==> src/rtl/imem_loader_pkg.sv <==
`default_nettype none
// ============================================================================
//  Module      : imem_loader_pkg
//  Description : Shared types and constants for the boot-time instruction
//                memory loader (state encoding, store geometry, length check).
//  Options     : IMEM_LOADER_CHECKSUM_EN enables the trailing checksum byte.
//  Revision    : 1.0 - initial release
// ============================================================================
package imem_loader_pkg;

    localparam int IMEM_BYTES = 32;
    localparam int IMEM_AW    = 5;

    // Loader states; CSUM is only reachable when the checksum option is built in
    typedef enum logic [2:0] {
        ST_LEN  = 3'd0,
        ST_DATA = 3'd1,
        ST_CSUM = 3'd2,
        ST_DONE = 3'd3,
        ST_ERR  = 3'd4
    } state_t;

    // A length byte is usable only if it is a whole number of words that fits
    function automatic logic len_is_legal(input logic [7:0] n);
        return (n >= 8'd4) && (n <= 8'd32) && (n[1:0] == 2'b00);
    endfunction

endpackage
`default_nettype wire

==> src/rtl/imem_byte_array.sv <==
`default_nettype none
// ============================================================================
//  Module      : imem_byte_array
//  Description : 32 x 8 instruction store. Cleared by reset, one write port,
//                combinational big-endian 4-byte read with 5-bit wrap-around.
//  Revision    : 1.0 - initial release
// ============================================================================
module imem_byte_array
    import imem_loader_pkg::*;
(
    input  logic               clk,
    input  logic               reset,
    input  logic               we,
    input  logic [IMEM_AW-1:0] waddr,
    input  logic [7:0]         wdata,
    input  logic [IMEM_AW-1:0] raddr,
    output logic [31:0]        rdata
);

    logic [7:0]         mem_q [IMEM_BYTES];
    logic [7:0]         mem_d [IMEM_BYTES];
    logic [IMEM_AW-1:0] addr1;
    logic [IMEM_AW-1:0] addr2;
    logic [IMEM_AW-1:0] addr3;

    // Next memory image: unchanged except for the single written byte
    always_comb begin
        mem_d = mem_q;
        if (we) begin
            mem_d[waddr] = wdata;
        end
    end

    // Storage; reset wipes every byte so a partial load never survives
    always_ff @(posedge clk or posedge reset) begin
        if (reset) begin
            for (int i = 0; i < IMEM_BYTES; i++) begin
                mem_q[i] <= 8'h00;
            end
        end else begin
            mem_q <= mem_d;
        end
    end

    // Byte addresses of the fetched word; 5-bit adds wrap past the top of the store
    always_comb begin
        addr1 = raddr + IMEM_AW'(1);
        addr2 = raddr + IMEM_AW'(2);
        addr3 = raddr + IMEM_AW'(3);
        rdata = {mem_q[raddr], mem_q[addr1], mem_q[addr2], mem_q[addr3]};
    end

endmodule
`default_nettype wire

==> src/rtl/imem_loader.sv <==
`default_nettype none
// ============================================================================
//  Module      : imem_loader
//  Description : Boot loader that fills the 32-byte instruction store from a
//                length-prefixed byte stream, then raises cpu_run. Provides
//                the big-endian fetch port addressed by pc[4:0].
//  Options     : IMEM_LOADER_CHECKSUM_EN - expect one checksum byte after the
//                data; load succeeds only if (sum of data + checksum) mod 256
//                is zero.
//  Revision    : 1.0 - initial release
// ============================================================================
module imem_loader #(
    parameter int IMEM_BYTES = 32   // fixed: must match the 5-bit fetch address
) (
    input  logic        clk,
    input  logic        reset,
    input  logic        in_valid,
    input  logic [7:0]  in_data,
    output logic        in_ready,
    input  logic [4:0]  rd_addr,
    output logic [31:0] instr,
    output logic        done,
    output logic        cpu_run,
    output logic        err
);

    import imem_loader_pkg::*;

    state_t             state_q, state_d;
    logic [IMEM_AW-1:0] cnt_q,   cnt_d;
    logic [7:0]         len_q,   len_d;
    logic               done_q,  done_d;
    logic               err_q,   err_d;
`ifdef IMEM_LOADER_CHECKSUM_EN
    logic [7:0]         sum_q,   sum_d;
    logic [7:0]         csum_total;
`endif

    logic xfer;
    logic last_byte;
    logic mem_we;

    // A byte moves only when offered and accepted on the same edge
    assign xfer      = in_valid && in_ready;
    // cnt is 5 bits, so N = 32 ends at cnt = 31 just like any shorter load
    assign last_byte = (8'(cnt_q) == (len_q - 8'd1));

    // State register plus loader bookkeeping
    always_ff @(posedge clk or posedge reset) begin
        if (reset) begin
            state_q <= ST_LEN;
            cnt_q   <= '0;
            len_q   <= 8'h00;
            done_q  <= 1'b0;
            err_q   <= 1'b0;
`ifdef IMEM_LOADER_CHECKSUM_EN
            sum_q   <= 8'h00;
`endif
        end else begin
            state_q <= state_d;
            cnt_q   <= cnt_d;
            len_q   <= len_d;
            done_q  <= done_d;
            err_q   <= err_d;
`ifdef IMEM_LOADER_CHECKSUM_EN
            sum_q   <= sum_d;
`endif
        end
    end

    // Next-state logic: length check, byte counting and the optional checksum
    always_comb begin
        state_d = state_q;
        cnt_d   = cnt_q;
        len_d   = len_q;
`ifdef IMEM_LOADER_CHECKSUM_EN
        sum_d      = sum_q;
        csum_total = sum_q + in_data;
`endif
        case (state_q)
            ST_LEN: begin
                if (xfer) begin
                    len_d   = in_data;
                    cnt_d   = '0;
`ifdef IMEM_LOADER_CHECKSUM_EN
                    sum_d   = 8'h00;
`endif
                    state_d = len_is_legal(in_data) ? ST_DATA : ST_ERR;
                end
            end
            ST_DATA: begin
                if (xfer) begin
                    cnt_d = cnt_q + IMEM_AW'(1);
`ifdef IMEM_LOADER_CHECKSUM_EN
                    sum_d = sum_q + in_data;
                    if (last_byte) begin
                        state_d = ST_CSUM;
                    end
`else
                    if (last_byte) begin
                        state_d = ST_DONE;
                    end
`endif
                end
            end
`ifdef IMEM_LOADER_CHECKSUM_EN
            ST_CSUM: begin
                if (xfer) begin
                    state_d = (csum_total == 8'h00) ? ST_DONE : ST_ERR;
                end
            end
`endif
            ST_DONE: state_d = ST_DONE;
            ST_ERR:  state_d = ST_ERR;
            default: state_d = ST_ERR;
        endcase
        // Status flags rise on the edge of the final transfer
        done_d = (state_d == ST_DONE);
        err_d  = (state_d == ST_ERR);
    end

    // Outputs: in_ready depends on state alone, never on in_valid
    always_comb begin
        in_ready = (state_q == ST_LEN) || (state_q == ST_DATA)
`ifdef IMEM_LOADER_CHECKSUM_EN
                   || (state_q == ST_CSUM)
`endif
                   ;
        mem_we   = xfer && (state_q == ST_DATA);
        done     = done_q;
        cpu_run  = done_q;
        err      = err_q;
    end

    imem_byte_array u_mem (
        .clk   (clk),
        .reset (reset),
        .we    (mem_we),
        .waddr (cnt_q),
        .wdata (in_data),
        .raddr (rd_addr),
        .rdata (instr)
    );

endmodule
`default_nettype wire

==> config.mk <==
export PLATFORM = sky130hd
export DESIGN_NAME = imem_loader
export DESIGN_NICKNAME = d
export VERILOG_FILES = /design/src/rtl/imem_loader_pkg.sv /design/src/rtl/imem_byte_array.sv /design/src/rtl/imem_loader.sv
export SDC_FILE = /design/constraint.sdc
export NUM_CORES = 1
export LEC_CHECK = 0
export ABC_AREA = 1
export CORE_MARGIN = 8
export CORE_UTILIZATION = 46
export DETAILED_ROUTE_END_ITERATION = 10
export GPL_TIMING_DRIVEN = 0
export HOLD_SLACK_MARGIN = 0.15
export REMOVE_ABC_BUFFERS = 1
export SLEW_MARGIN = 20
export SYNTH_ARGS = -nofsm -noshare
export SYNTH_HDL_FRONTEND = slang
export SYNTH_HIERARCHICAL = 1
export SYNTH_SLANG_ARGS = --single-unit
==> constraint.sdc <==
create_clock -name clk -period 12.7 [get_ports clk]
set_input_delay 2.54 -clock clk [delete_from_list [all_inputs] [get_ports clk]]
set_output_delay 2.54 -clock clk [all_outputs]
set_load 0.05 [all_outputs]
==> results.ini <==
[outcome]
outcome = finished, final reports clean

[power_and_ir_drop]
pwr_density_cell_nw_per_um2 = 119
power_leakage_nw = 9.20
irDropWorstVdd_mv = 0.0965

[synthesis]
synthDistinctLibCells = 31
netlist_area_um2 = 18200
synth_edf_count = 0
syn_inst = 2804
synth_seq_cells = 274
async_reset_ff_share_pct = 100
seq_area_frac_synth_pct = 37.6
synth_area_per_cell_um2 = 6.51
ys_warn_count = 6
ys.flop_type = dfrtp_1

[timing]
rsz0062_at_grt = false
setup_tns_ns = 0
hold-worst-slack_ns = 0.511
slew_headroom_pct = 25.5
tightestPinTransition_ns = 1.11
maxSlewViolCount = 0
fin_crit_ns = 9.84
finalHoldViolations = 0
setup_viol = 0
post-route-period-util_pct = 77.5
skew_ns = 0.00789
fmax_mhz = 102

[global_routing]
grt_max_degree = 101
antenna_found_initial = 0
grt_pass1_wl_mm = 107
grt_pass1_vias = 18000
overflow = 0
grt_usage_pct = 29.8

[route]
post_drt_wl_per_cell_um = 21.8
antenna_left = 0
first_pass_iters = 6
dr.first_iter.drc_count = 2947
via_per_inst = 6.07
vias = 19800
drc = 0
wl_mm = 70.9

[layout]
final_cell_mix = nand2_1 (990), nand3_1 (861), dfrtp_1 (274), o21ai_0 (228), nor2_1 (83)
drive_above_1_share_pct = 4.54
area_growth_pct = 10.7
finish.utilization_pct = 51.2
fin_nets = 2728
design_area_um2 = 20200
final_common_cell = nand2_1

[cts]
cts_setup_buffers = 0
path_clk_slew_ns = 0.05
cts_buffers = 35
clockBufferDepth = 3
worstSkewPairLatency_ns = 0.55
htree_levels = 2
postCtsResizedCells = 0
root_buffer = clkbuf_16
cts_hold_buf = 0
cts.sinks = 274
cts_tree = yes

[floorplan]
start_util_pct = 46.2
core.rowCount = 73
coreArea_um2 = 39500
die_width_um = 215
pin_count = 52
die_area_um2 = 46300
chipHeight_um = 215

[critical_path]
cp-start-kind = primary input
critPathKind = in -> out
setup.worst_path.start = rd_addr[1]
r2r_start = state_q[1]$_DFF_PP0_
crit_path_max_fanout = 72
critPathCaptureType = primary output
rr_endpoint = u_mem/mem_q[241]$_DFFE_PP0P_
crit_required_ns = 10.16
reg2regPathDepth = 7
worst_ep_arrival_time_ns = 7.30
reg2reg_slack_ns = 10.14
crit_path_end = instr[2]

[run]
drv_cap = 0

[hold_path]
hold_class = reg -> reg

[placed_design]
io_buffers = 51
post_dp_cell_area_um2 = 19000
gp_congestion = 0.909
place_hpwl_mm = 44.1

-- cell type report --
type / count / area (um2)
Timing Repair Buffer: 68 / 942
Clock buffer: 49 / 1060
Inverter: 57 / 236
Fill cell: 3999 / 19300
Clock inverter: 12 / 146
Tap cell: 525 / 657
Sequential cell: 274 / 6860
Antenna cell: 1 / 2.50
Multi-Input combinational cell: 2270 / 10300
-- layer usage --
metal  track usage, %  wire length, um  vias up
li1                 -                -     9229
met1             38.5            28000     9195
met2             46.0            31500     1094
met3             6.38             7080      235
met4             17.0             4310        0
met5                0                0        -
-- state kept, by name, summed over array words and instances (netlist names) --
name         count
cpu_run          1
state_q          3
u_mem/mem_q    256
err              1
len_q            8
cnt_q            5
-- worst max-delay path, stage by stage --
cell	delay [ns]
buf_6	0.41
clkinv_4	0.48
buf_16	0.38
ha_4	0.23
nand2_1	0.06
nand3_1	0.07
nand2_1	0.84
inv_2	0.52
nand3_1	0.30
nand3_1	0.29
nand2_1	0.22
clkdlybuf4s50_1	0.82
-- cells by family (layout without fill, tap and decap cells) --
logic type,count (synthesis),in the layout,share of synthesized area (%)
simple gates,1967,1967,47.2
compound gates,289,289,7.95
flops,274,274,37.6
buf+inv,260,186,6.27
xor+xnor,8,8,0.549
fa+ha+maj,6,6,0.411
other cells,0,1,0
-- how the worst min path moves through the flow --
| stage | cells after the start | to | from |
|---|---|---|---|
| floorplan | 2 | len_q[6]$_DFFE_PP0P_ | len_q[6]$_DFFE_PP0P_ |
| global placement | 2 | u_mem/mem_q[174]$_DFFE_PP0P_ | u_mem/mem_q[174]$_DFFE_PP0P_ |
| detailed placement | 2 | u_mem/mem_q[26]$_DFFE_PP0P_ | u_mem/mem_q[26]$_DFFE_PP0P_ |
| CTS | 2 | u_mem/mem_q[26]$_DFFE_PP0P_ | u_mem/mem_q[26]$_DFFE_PP0P_ |
| global route | 2 | len_q[6]$_DFFE_PP0P_ | len_q[6]$_DFFE_PP0P_ |
| finish | 2 | u_mem/mem_q[160]$_DFFE_PP0P_ | u_mem/mem_q[160]$_DFFE_PP0P_ |
-- cell usage after synthesis, drive strengths merged (3+ instances only) --
master,n,area [um2]
clkinv,4,15.0
xor2,5,73.8
a21oi,59,295
inv,53,199
nor3,10,72.6
xnor2,3,26.3
clkbuf,103,387
buf,100,543
nor2,97,440
ha,6,75.1
dfrtp,274,6860
o21ai,228,1140
nand2,994,3740
nand3,863,4340
-- metrics by stage --
stage                     total power [mW]  instances  setup slack [ns]
final                                 2.41       3256              2.86
after detailed placement              1.36       3194              3.18
after global placement                1.35       3177            -20.54
after floorplan                       1.15       2601             -2.73
after global routing                  2.48       3255              2.79
after CTS                             2.42       3255              3.16
-- where the power goes --
group / switching (mW) / internal (mW)
Combinational: 0.357 / 0.128
Sequential: 0 / 0.873
Clock: 0.406 / 0.643
Note: power is estimated with default switching activity, not from simulation.
